==> config.mk <==
export PLATFORM = sky130hd
export DESIGN_NAME = auto_off_ctrl
export DESIGN_NICKNAME = d
export VERILOG_FILES = /design/src/rtl/auto_off_ctrl.sv
export SDC_FILE = /design/constraint.sdc
export NUM_CORES = 1
export LEC_CHECK = 0
export ABC_AREA = 1
export CAP_MARGIN = 20
export CORE_UTILIZATION = 30
export DETAILED_ROUTE_END_ITERATION = 16
export GPL_ROUTABILITY_DRIVEN = 1
export SLEW_MARGIN = 25
export SYNTH_ARGS = -nofsm -noshare
export SYNTH_HDL_FRONTEND = slang
export SYNTH_SLANG_ARGS = --single-unit
==> constraint.sdc <==
create_clock -name clk_s -period 3.05 [get_ports clk_s]
set_input_delay 0.7625 -clock clk_s [delete_from_list [all_inputs] [get_ports clk_s]]
set_output_delay 0.7625 -clock clk_s [all_outputs]
set_load 0.01 [all_outputs]
==> src/rtl/auto_off_ctrl.sv <==
// auto_off_ctrl: auto power-off controller for the washer control path.
// Keeps the machine powered once the power switch releases reset, then shuts it down
// after a programme finish or an idle period, always through a warning phase, and
// records why it switched off. A power key edge wakes the machine from OFF.
//
// Ports:
//   clk_s          system clock
//   reset          async active-low reset (power switch, low = off)
//   tick_en        one-cycle time-base strobe; all timing advances only on it
//   finish         programme-finished level (rising edge is the event)
//   running        programme running; holds the idle timer at zero
//   activity       user activity levels (rising edge on any bit is the event)
//   power_key      wake request from OFF (rising edge is the event)
//   power_on       registered machine power enable
//   power_led      reset & power_on
//   warn_led       blinks during the warning phase
//   finish_pending finish seen, shut-down pending
//   remain         ticks left in FIN_WAIT/WARN countdown, 0 elsewhere
//   off_cause      0 none, 1 finish timeout, 2 idle timeout
module auto_off_ctrl #(
  parameter int unsigned CNT_W          = 8,
  parameter int unsigned FINISH_TIMEOUT = 10,
  parameter int unsigned IDLE_TIMEOUT   = 60,
  parameter int unsigned WARN_TICKS     = 3,
  parameter int unsigned N_ACT          = 3
) (
  input  logic             clk_s,
  input  logic             reset,
  input  logic             tick_en,
  input  logic             finish,
  input  logic             running,
  input  logic [N_ACT-1:0] activity,
  input  logic             power_key,
  output logic             power_on,
  output logic             power_led,
  output logic             warn_led,
  output logic             finish_pending,
  output logic [CNT_W-1:0] remain,
  output logic [1:0]       off_cause
);

  localparam logic [CNT_W-1:0] FIN_LD  = CNT_W'(FINISH_TIMEOUT);
  localparam logic [CNT_W-1:0] IDLE_LD = CNT_W'(IDLE_TIMEOUT);
  localparam logic [CNT_W-1:0] WARN_LD = CNT_W'(WARN_TICKS);
  localparam logic [CNT_W-1:0] ONE     = CNT_W'(1);

  localparam logic [1:0] CAUSE_NONE   = 2'd0;
  localparam logic [1:0] CAUSE_FINISH = 2'd1;
  localparam logic [1:0] CAUSE_IDLE   = 2'd2;

  typedef enum logic [2:0] {
    StInit,
    StOn,
    StFinWait,
    StWarn,
    StOff
  } state_e;

  state_e           r_state;
  logic             r_prev_finish;
  logic [N_ACT-1:0] r_prev_act;
  logic             r_prev_key;
  logic [CNT_W-1:0] r_idle_cnt;
  logic [CNT_W-1:0] r_remain;
  logic [1:0]       r_cause;
  logic [1:0]       r_off_cause;
  logic             r_power_on;
  logic             r_warn_led;
  logic             r_finish_pending;

  logic w_fin_edge;
  logic w_act_edge;
  logic w_key_edge;
  logic w_idle_reach;
  logic w_last_tick;

  assign w_fin_edge   = finish & ~r_prev_finish;
  assign w_act_edge   = |(activity & ~r_prev_act);
  assign w_key_edge   = power_key & ~r_prev_key;
  // This tick brings idle_cnt up to IDLE_TIMEOUT.
  assign w_idle_reach = (r_idle_cnt >= (IDLE_LD - ONE));
  // <= rather than == so a zero count can never sit stuck or wrap.
  assign w_last_tick  = (r_remain <= ONE);

  always_ff @(posedge clk_s or negedge reset) begin
    if (!reset) begin
      r_state          <= StInit;
      r_prev_finish    <= 1'b0;
      r_prev_act       <= '0;
      r_prev_key       <= 1'b0;
      r_idle_cnt       <= '0;
      r_remain         <= '0;
      r_cause          <= CAUSE_NONE;
      r_off_cause      <= CAUSE_NONE;
      r_power_on       <= 1'b0;
      r_warn_led       <= 1'b0;
      r_finish_pending <= 1'b0;
    end else begin
      r_prev_finish <= finish;
      r_prev_act    <= activity;
      r_prev_key    <= power_key;

      case (r_state)
        // Edges seen in this cycle are deliberately dropped; prev registers still load.
        StInit: begin
          r_state    <= StOn;
          r_power_on <= 1'b1;
          r_idle_cnt <= '0;
        end

        StOn: begin
          if (w_fin_edge) begin
            r_state          <= StFinWait;
            r_remain         <= FIN_LD;
            r_finish_pending <= 1'b1;
            r_idle_cnt       <= '0;
          end else if (w_act_edge || running) begin
            r_idle_cnt <= '0;
          end else if (tick_en) begin
            if (w_idle_reach) begin
              r_state    <= StWarn;
              r_remain   <= WARN_LD;
              r_warn_led <= 1'b1;
              r_cause    <= CAUSE_IDLE;
              r_idle_cnt <= '0;
            end else begin
              r_idle_cnt <= r_idle_cnt + ONE;
            end
          end
        end

        StFinWait: begin
          if (w_act_edge) begin
            r_state          <= StOn;
            r_finish_pending <= 1'b0;
            r_idle_cnt       <= '0;
            r_remain         <= '0;
          end else if (tick_en) begin
            if (w_last_tick) begin
              r_state    <= StWarn;
              r_remain   <= WARN_LD;
              r_warn_led <= 1'b1;
              r_cause    <= CAUSE_FINISH;
            end else begin
              r_remain <= r_remain - ONE;
            end
          end
        end

        StWarn: begin
          if (w_act_edge) begin
            r_state          <= StOn;
            r_warn_led       <= 1'b0;
            r_finish_pending <= 1'b0;
            r_remain         <= '0;
            r_cause          <= CAUSE_NONE;
            r_idle_cnt       <= '0;
          end else if (tick_en) begin
            if (w_last_tick) begin
              r_state          <= StOff;
              r_power_on       <= 1'b0;
              r_off_cause      <= r_cause;
              r_finish_pending <= 1'b0;
              r_warn_led       <= 1'b0;
              r_remain         <= '0;
              r_cause          <= CAUSE_NONE;
            end else begin
              r_remain   <= r_remain - ONE;
              r_warn_led <= ~r_warn_led;
            end
          end
        end

        StOff: begin
          if (w_key_edge) begin
            r_state     <= StOn;
            r_power_on  <= 1'b1;
            r_off_cause <= CAUSE_NONE;
            r_idle_cnt  <= '0;
          end
        end

        default: begin
          r_state <= StInit;
        end
      endcase
    end
  end

  assign power_on       = r_power_on;
  assign power_led      = reset & r_power_on;
  assign warn_led       = r_warn_led;
  assign finish_pending = r_finish_pending;
  assign remain         = r_remain;
  assign off_cause      = r_off_cause;

endmodule
Yosys cells after proc, flatten, opt, wreduce, memory -nomap -nowiden
Index checks and enable logic that the tools add are counted.

Bits of input ports: 9. Output and inout port bits: 14. Register bits: 31. Word-level logic and storage cells: 131.

Bitwise gates (word level): 8. Muxes and demuxes: 66. Reduce and logical (&&, ||, !) cells: 16. Equal/unequal tests: 26. Order comparisons: 2. Add/sub/neg operators: 2.

Operators by type and width (number): 2-to-1 mux 8 bit (16); 2-to-1 mux 3 bit (11); one-hot mux 8 bit (4 select lines) (1); 2-to-1 mux 2 bit (14); != test 2 bit (second input constant) (13); one-hot mux 8 bit (3 select lines) (1); != test 3 bit (second input constant) (7); 2-to-1 mux 1 bit (17); one-hot mux 3 bit (5 select lines) (1); AND reduction 5 bit (3); AND reduction 10 bit (1); one-hot mux 1 bit (3 select lines) (3); AND reduction 9 bit (1); adder 8 x 1 -> 8 bit (second input constant) (1); >= comparator 8 x 6 -> 1 bit (second input constant) (1); less-or-equal comparator 8 x 1 -> 1 bit (second input constant) (1); AND reduction 8 bit (1); subtractor 8 x 1 -> 8 bit (second input constant) (1); equality test 3 x 2 -> 1 bit (second input constant) (2); one-hot mux 2 bit (3 select lines) (1); AND reduction 6 bit (1); nonzero test 3 bit (2); != test 4 bit (second input constant) (1); one-hot mux 2 bit (2 select lines) (1); 14 further kinds (18).

Longest topological paths before layout
Gate-level depths: netlist (run 1).

Depth in word-level cells: 7. Depth in mapped cells: 12. Mapped depth without buffers: 12.

Least setup slack after synthesis (run 1)
OpenSTA, ideal clock, no wires.

Path kind: input to register. Start: input port activity[0]. End: register r_remain[1], in the netlist remain[1]. Arrival: 1.662 ns. Buffers on the path: 1. Required time: 2.931 ns. Cell stages on the path: 11. Path slack: 1.268 ns. Library setup time: 0.119 ns. Path through: nand2_1 nand2_1 nor2_4 nand2_8 nand2_4 nand2_4 nand2_4 nor2_4 buf_6 nand2_2 o21ai_2.

Word-level cells in the longest chain between the ends: 5. Elaborated cells on any way between the ends: 10. Classes of those cells: eq/ne (3); mux (3); bitwise (1); reduce/logical (3).

RTL lines: start: declaration (RTL line 32) `input logic [N_ACT-1:0] activity,`; bitwise AND 3 bit * (RTL line 78) `assign w_act_edge = |(activity & ~r_prev_act);`; OR reduction 3 bit * (RTL line 78); logical OR 1 bit (RTL line 117) `end else if (w_act_edge || running) begin`; != test 3 bit (no line); AND reduction 6 bit (no line); end signal: assignment (RTL line 145) `r_remain <= r_remain - ONE;`; end signal: assignment (RTL line 168) `r_remain <= r_remain - ONE;`; end: declaration (RTL line 64) `logic [CNT_W-1:0] r_remain;`.

Every way passes the cells marked *; elsewhere a longest branch is shown, timed or not. A chain may end at the register's enable or synchronous reset.

Worst setup path in the final report (run 1)
Start: input port reset. End: output port power_led.

Word-level cells in the longest chain between the ends: 1.

RTL lines: start: declaration (RTL line 28) `input logic reset,`; bitwise AND 1 bit (RTL line 191) `assign power_led = reset & r_power_on;`; end: declaration (RTL line 35) `output logic power_led,`.

No other way between the ends.

==> flow_metrics.tcl, run 1 <==
set metrics [dict create \
    final_common_cell "nand2_1" \
    use_met3_pct 3.08 \
    nFillCells 697 \
    grt_max_degree 32 \
    insertion_delay_ns 0.29 \
    max_freq_mhz 379 \
    drc 0 \
    die_w_um 85.7 \
    r2r_start "remain[0]" \
    drv_slew 0 \
    cp_max_fo 2 \
    antenna_cells 0 \
    hold_path_startpoint "r_cause[1]" \
    status "completed" \
    cellLeakagePower_nw 1.26 \
    avgRoutedWirePerCell_um 11.3 \
    cts_buffer_depth 2 \
    nNetsFinal 328 \
    critical_path.slowest_cell "clkdlybuf4s50_1" \
    ctsResizeCount 0 \
    grt_util_met2_pct 23.6 \
    drt_first_pass_iters 6 \
    netlist-cell-type-count 29 \
    yosys_warnings 0 \
    p_per_area_mw_per_mm2 896 \
    area_growth_pct 20.1 \
    critPathBufInv 3 \
    synth.cell_area_mm2 0.00210 \
    synthCells 287 \
    synth_nets 299 \
    drt-initial-drc-count 70 \
    cap_violations 0 \
    crit_top_cell "clkdlybuf4s50_1" \
    final_core_util_pct 37.1 \
    finalCritPeriodShare_pct 86.4 \
    grt_pass1_wl_mm 8.14 \
    postCtsSetupRepairBufs 0 \
    yosysTopAreaCellShare_pct 36.9 \
    path_class "in -> out" \
    place_congestion 0.806 \
    postRouteAntennaNets 0 \
    path_clk_slew_ns 0.06 \
    slowest_delay_ns 0.52 \
    slew_headroom_pct 71.0 \
    ir_drop_v 0.000266 \
    synthTopCellsByArea "dfrtp_1 (37%), nand2_1 (15%), inv_1 (5.2%)" \
    die_area_mm2 0.00734 \
    cp-startpoint "reset" \
    final.setup.tns_ns 0 \
    num_io_pins 23 \
    path_cells "clkdlybuf4s50_1 > nand2_1 > inv_1 > clkdlybuf4s50_1" \
    endpoint_kind "output port" \
    synth_seq_cells 31 \
    cts_sinks 31 \
    viasPerCell 4.44 \
    routed_wl_mm 4.67 \
    grt_busiest_layer "met2" \
    seq_area_frac_synth_pct 36.9 \
    port-buffer-count 22 \
    yosysTopAreaCell "dfrtp_1" \
    grt-ovfl-total 0 \
    tightestPinTransition_ns 0.433 \
    grtUsageTotal_pct 14.1 \
    grt_pass1_vias 1771 \
    hpwl_mm 3.58 \
    drive_above_1_share_pct 18.0 \
    gr-usage-met1_pct 17.7 \
    period_minus_slack_ns 2.64 \
    htreeDepth 2 \
    syn_avg_cell_area_um2 7.32 \
    cts_tree "built" \
    crit_family "buffers and inverters" \
    core-area_mm2 0.00679 \
    initial_core_util_pct 30.9 \
    finClkSkew_ns 0.00611 \
    worstPathArrival_ns 1.87 \
    final_cell_mix "nand2_1 (82), dfrtp_1 (31), inv_1 (29)" \
    numCtsBuffers 5 \
    num_vias 1835 \
    hold_viol 0 \
    crit_required_ns 2.29 \
    rsz0062_at_grt "no" \
    rows 30 \
    hold_path.class "reg -> reg" \
    fp.dieH_um 85.7 \
    antenna_found_initial 0 \
    cts_root_buf "clkbuf_8" \
    crit_path_start_kind "primary input" \
    cts-hold-fix-buffers 0 \
    setup_viol_count_final 0 \
]
## synth_stat cells
library cell,number
nand2_1,82
ha_1,3
a21oi_1,8
nor2_8,1
nand2_4,3
nand3_2,2
nand2_2,13
inv_4,1
a21oi_2,1
buf_2,1
dfrtp_1,31
inv_1,29
nand4_1,9
inv_2,8
nand3b_1,1
nand2_8,1
buf_6,1
nor2_1,28
nor2_4,5
o21ai_2,3
nor3_1,3
clkinv_1,1
nor3_2,1
nand3_1,20
o21ai_0,7
nand3_4,3
xor2_1,4
o21ai_1,12
nor2_2,5
## tightest hold or removal path, stage by stage, from the launching register on
cell,delay (ns)
dfrtp_1,0.35
nand2_1,0.05
nand2_1,0.04
## per-layer routing
metal | part of all wire (%) | vias to the layer above
li1 | - | 968
met1 | 49 | 829
met2 | 46 | 33
met3 | 3.0 | 5
met4 | 1.5 | 0
met5 | 0 | -
## power breakdown
part | internal (mW) | switching [mW] | total, mW
Clock | 0.156 | 0.162 | 0.317
Sequential | 0.511 | 0.0969 | 0.608
Combinational | 0.474 | 0.861 | 1.34
Total | 1.14 | 1.12 | 2.26
## final timing paths
path | cells after the start | to | slack [ns]
hold reg to reg | 2 | r_cause[1] | 0.47
setup reg to reg | 11 | remain[3] | 0.84
max in group asynchronous | 2 | remain[1] | 1.84
setup / recovery | 4 | power_led | 0.41
min in group asynchronous | 2 | remain[0] | 0.92
hold / removal | 2 | r_cause[1] | 0.47
## state kept, by name, summed over array words and instances, names as in the netlist, 2 cells and up
register and flops:
r_state 3, remain 8, off_cause 2, r_prev_act 3, r_idle_cnt 8, r_cause 2
## per-stage QoR
step | worst slack [ns] | cells | hold WS [ns] | power (mW) | instance area (um2)
2_1_floorplan | 1.27 | 287 | 0.442 | 1.60 | 2100
3_3_place_gp | 0.400 | 405 | 0.460 | 1.94 | 2440
3_5_place_dp | 0.396 | 405 | 0.460 | 1.95 | 2440
4_1_cts | 0.396 | 413 | 0.476 | 2.28 | 2520
5_1_grt | 0.378 | 413 | 0.495 | 2.48 | 2520
6_report | 0.415 | 413 | 0.471 | 2.26 | 2520
## kinds of logic (layout without fill, tap and decap cells)
group           after synthesis  after routing  synth area share, %
xor+xnor                      4              4                 1.67
buf+inv                      41             71                 7.86
compound gates               31             31                 8.10
fa+ha+maj                     3              3                 1.79
flops                        31             31                 36.9
simple gates                177            177                 43.7
## area by class of cell
type / count / area (um2) / area share (%)
clock buffer: 5 / 68.8 / 2.73
clock inverter: 3 / 15.0 / 0.595
inverter: 39 / 149 / 5.90
multi-input combinational: 215 / 1160 / 46.0
sequential: 31 / 776 / 30.7
tap: 96 / 120 / 4.76
timing repair buffer: 24 / 235 / 9.32
(Power assumes the default switching activity.)
==> run 2, diff against run 1 <==
--- a/config.mk
+++ b/config.mk
@@ -7,9 +7,11 @@
 export LEC_CHECK = 0
 export ABC_AREA = 1
 export CAP_MARGIN = 20
-export CORE_UTILIZATION = 30
+export CORE_UTILIZATION = 50
 export DETAILED_ROUTE_END_ITERATION = 16
 export GPL_ROUTABILITY_DRIVEN = 1
+export HOLD_SLACK_MARGIN = 0.12
+export PLACE_DENSITY = 0.72
 export SLEW_MARGIN = 25
 export SYNTH_ARGS = -nofsm -noshare
 export SYNTH_HDL_FRONTEND = slang
==> constraint.sdc (replaced) <==
create_clock -name clk_s -period 3.05 [get_ports clk_s]
set_input_delay 0.4575 -clock clk_s [delete_from_list [all_inputs] [get_ports clk_s]]
set_output_delay 0.4575 -clock clk_s [all_outputs]
set_load 0.01 [all_outputs]
==> run 2 against run 1 <==
Critical path depth grew 7. Via count grew 2.0%. Clock power fell by 2%. Setup slack improved by 0.51 ns. Critical path type is now reg -> reg. Largest power group unchanged.
==> flow_metrics.tcl, run 2 (synthesized netlist as in run 1, its figures left out) <==
set metrics [dict create \
    cts_buffer_depth 2 \
    postCtsSetupRepairBufs 0 \
    finalCritPeriodShare_pct 69.7 \
    cts_tree "built" \
    hpwl_mm 3.41 \
    max_freq_mhz 471 \
    die_area_mm2 0.00446 \
    final_cell_mix "nand2_1 (82), dfrtp_1 (31), inv_1 (29)" \
    postRouteAntennaNets 0 \
    final_area_mm2 0.00246 \
    area_growth_pct 16.9 \
    final.setup.tns_ns 0 \
    rsz0062_at_grt "no" \
    worstPathArrival_ns 2.31 \
    grt_pass1_wl_mm 7.62 \
    endpoint_kind "flop" \
    drt_first_pass_iters 4 \
    period_minus_slack_ns 2.12 \
    port-buffer-count 22 \
    grt_util_met2_pct 37.5 \
    grt-ovfl-total 0 \
    rows 23 \
    die_w_um 66.8 \
    use_met3_pct 5.31 \
    avgRoutedWirePerCell_um 12.2 \
    cp_max_fo 11 \
    dp_cells 358 \
    slew_headroom_pct 70.8 \
    hold_path.class "reg -> reg" \
    reg2reg_to "r_state[1]" \
    insertion_delay_ns 0.29 \
    htreeDepth 2 \
    viasPerCell 5.11 \
    fp.dieH_um 66.8 \
    grt_pass1_vias 1720 \
    grt_busiest_layer "met2" \
    drv_slew 0 \
    ctsResizeCount 0 \
    ir_drop_v 0.000466 \
    num_vias 1872 \
    gr-usage-met1_pct 29.3 \
    antenna_found_initial 0 \
    cts_sinks 31 \
    r2r_start "remain[0]" \
    p_per_area_mw_per_mm2 913 \
    core-area_mm2 0.00403 \
    finClkSkew_ns 0.00591 \
    setup_viol_count_final 0 \
    final_common_cell "nand2_1" \
    worst-r2r-setup-slack_ns 0.93 \
    stdcell_count 366 \
    nNetsFinal 327 \
    path_clk_slew_ns 0.07 \
    place_area_mm2 0.00237 \
    nFillCells 401 \
    cellLeakagePower_nw 1.25 \
    drc 0 \
    crit_required_ns 3.23 \
    cts-hold-fix-buffers 0 \
    cts_root_buf "clkbuf_8" \
    routed_wl_mm 4.48 \
    cp-startpoint "remain[0]" \
    ff2ff_path_depth 11 \
    drive_above_1_share_pct 17.1 \
    status "completed" \
    numCtsBuffers 5 \
    antenna_cells 0 \
    num_io_pins 23 \
    drt-initial-drc-count 91 \
    place_congestion 0.862 \
    grtUsageTotal_pct 23.2 \
    hold_viol 0 \
    grt_max_degree 32 \
    crit_path_end "r_state[1]" \
    path_class "reg -> reg" \
    cap_violations 0 \
    crit_path_start_kind "flop" \
    initial_core_util_pct 52.1 \
    tightestPinTransition_ns 0.436 \
]
==> run 2: cell count changes in the layout (fill, tap and decap cells not counted) <==
cell / previous run / this run
clkbuf_1: 0 / 2
buf_4: 2 / 1
clkinv_2: 3 / 1
==> run 2: stage by stage <==
step / setup WS (ns) / power (mW) / hold slack (ns) / util, %
6_report: 0.925 / 2.24 / 0.469 / 61.0
3_5_place_dp: 0.886 / 1.93 / 0.458 / 58.9
5_1_grt: 0.653 / 2.46 / 0.494 / 61.0
3_3_place_gp: 0.919 / 1.91 / 0.457 / 58.9
2_1_floorplan: 1.29 / 1.60 / 0.162 / -
4_1_cts: 0.938 / 2.26 / 0.475 / 61.0
==> run 2: report_power, final <==
part	switching [mW]	internal [mW]	leakage, nW
registers	0.0959	0.511	0.402
clock network	0.152	0.160	0.0422
logic	0.850	0.474	0.808
total	1.10	1.14	1.25
==> run 2: routing by layer <==
layer,vias to the layer above,share of wire (%)
met5,-,0
met4,0,2.1
met3,8,4.3
met2,39,46
met1,852,48
li1,973,-
==> run 2: cell type report <==
type | instances | area (um2) | area share, %
timing repair buffer | 23 | 228 | 9.27
inverter | 39 | 149 | 6.06
multi-input combinational | 215 | 1160 | 47.2
sequential | 31 | 776 | 31.6
tap | 50 | 62.6 | 2.55
clock inverter | 1 | 5.00 | 0.204
clock buffer | 7 | 76.3 | 3.11
==> run 2: worst min path at each step <==
stage               slack, ns        from              to  cells after the start
finish                   0.47  r_cause[0]      r_cause[0]                      2
detailed placement       0.46  r_cause[0]      r_cause[0]                      2
global placement         0.46  r_cause[1]      r_cause[1]                      2
global route             0.49  r_cause[0]      r_cause[0]                      2
floorplan                0.16       reset  finish_pending                      0
CTS                      0.47  r_cause[0]      r_cause[0]                      2
==> run 2: worst max-delay path, stage by stage (launching register included) <==
cell	delay [ns]
dfrtp_1	0.42
inv_1	0.20
ha_1	0.24
nor2_1	0.07
nor2_1	0.11
nand2_1	0.25
inv_1	0.26
nor2_2	0.09
nor2_2	0.18
nand2_1	0.10
nand2_1	0.06
nand2_1	0.05
==> run 3, diff against run 2 <==
==> constraint.sdc (replaced) <==
create_clock -name clk_s -period 2 [get_ports clk_s]
set_input_delay 0.3 -clock clk_s [delete_from_list [all_inputs] [get_ports clk_s]]
set_output_delay 0.3 -clock clk_s [all_outputs]
set_load 0.01 [all_outputs]
==> run 3 against run 2 <==
Via count fell by 0.11%. Critical endpoint is now remain[3]. Register-to-register slack got worse by 0.70 ns. Worst hold slack improved by 0.0093 ns. Largest cell class unchanged. Largest power group unchanged.
==> flow_metrics.tcl, run 3 (synthesized netlist as in run 1, its figures left out) <==
set metrics [dict create \
    fp.dieH_um 66.8 \
    cap_violations 0 \
    area_growth_pct 21.1 \
    worst_slack_ns 0.225 \
    cp_max_fo 5 \
    path_class "reg -> reg" \
    endpoint_kind "flop" \
    worstPathArrival_ns 2.00 \
    hold_viol 0 \
    final_cell_mix "nand2_1 (82), dfrtp_1 (31), inv_1 (29)" \
    grt_pass1_vias 1765 \
    finClkSkew_ns 0.00458 \
    drt-initial-drc-count 75 \
    hold_path.class "in -> async" \
    nNetsFinal 334 \
    rsz0062_at_grt "no" \
    final_common_cell "nand2_1" \
    place_area_mm2 0.00243 \
    postRouteAntennaNets 0 \
    crit_required_ns 2.22 \
    routed_wl_mm 4.53 \
    cts_root_buf "clkbuf_8" \
    num_io_pins 23 \
    insertion_delay_ns 0.28 \
    cellLeakagePower_nw 1.30 \
    finalCritPeriodShare_pct 88.8 \
    num_vias 1870 \
    port-buffer-count 22 \
    initial_core_util_pct 52.1 \
    grt_pass1_wl_mm 7.90 \
    antenna_found_initial 0 \
    core-area_mm2 0.00403 \
    place_congestion 0.890 \
    cts_tree "built" \
    path_cells "inv_1 > ha_1 > nor2_1 > nor2_1 > nand2_1 > inv_1 > nor2_2 > o21ai_0 > o21ai_0 > nand2_2 > nand2_2" \
    slowest_delay_ns 0.42 \
    cts-hold-fix-buffers 0 \
    numCtsBuffers 5 \
    cts_buffer_depth 2 \
    place_ws_ns 0.0641 \
    final.setup.tns_ns 0 \
    drc 0 \
    ctsResizeCount 0 \
    finalPower_mw 3.71 \
    status "completed" \
    antenna_cells 0 \
    p_per_area_mw_per_mm2 1460 \
    slew_headroom_pct 70.5 \
    drt_first_pass_iters 4 \
    cts_sinks 31 \
    tightestPinTransition_ns 0.440 \
    crit_path_start_kind "flop" \
    grt_max_degree 32 \
    ir_drop_v 0.000867 \
    viasPerCell 5.01 \
    rows 23 \
    drv_slew 0 \
    nFillCells 373 \
    timing.hold.ws_ns 0.478 \
    grtUsageTotal_pct 23.6 \
    die_area_mm2 0.00446 \
    avgRoutedWirePerCell_um 12.2 \
    setup_viol_count_final 0 \
    stdcell_count 373 \
    htreeDepth 2 \
    path_clk_slew_ns 0.07 \
    die_w_um 66.8 \
    final_area_mm2 0.00254 \
    final_core_util_pct 63.2 \
    hpwl_mm 3.43 \
    dp_cells 365 \
    critical_path.slowest_cell "dfrtp_1" \
    grt-ovfl-total 0 \
    max_freq_mhz 563 \
    postCtsSetupRepairBufs 0 \
    drive_above_1_share_pct 19.5 \
    period_minus_slack_ns 1.78 \
]
[run 3: path summary, 6_finish.rpt]
kind | from | endpoint | slack, ns | cells past startpoint
worst max register to register | remain[0] | remain[3] | 0.22 | 11
min in group clk_s | activity[1] | r_prev_act[1] | 0.48 | 1
max in group asynchronous | reset | remain[7] | 1.23 | 2
worst max-delay path | remain[0] | remain[3] | 0.22 | 11
worst min register to register | r_cause[1] | r_cause[1] | 0.48 | 2
worst min-delay path | reset | warn_led | 0.48 | 2
[run 3: report_power, final]
group          internal [mW]  switching, mW  leakage (nW)
registers              0.779          0.145         0.402
logic                  0.814           1.32         0.841
clock network          0.403          0.243        0.0612
[run 3: worst max-delay path, delay by kind of cell, from the launching register on]
kind                     cells  cell delay (ns)
flip-flops                   1             0.42
AND/OR/NAND/NOR              6             0.63
buffers and inverters        2             0.20
adder cells (fa/ha/maj)      1             0.22
AO/OA/AOI/OAI                2             0.25
[run 3: layer usage]
metal,track usage (%),wire [um],up-vias
met1,31.6,2140,844
met2,37.6,2150,38
li1,-,-,981
met5,0,0,-
met3,4.11,187,7
met4,9.04,55,0
[run 3: layout make-up]
type                       instances  area (um2)  area share, %
clock inverter                     2        35.0           1.38
inverter                          39         149           5.85
tap                               50        62.6           2.46
timing repair buffer              30         280           11.0
multi-input combinational        215        1160           45.6
sequential                        31         776           30.5
clock buffer                       6        82.6           3.24
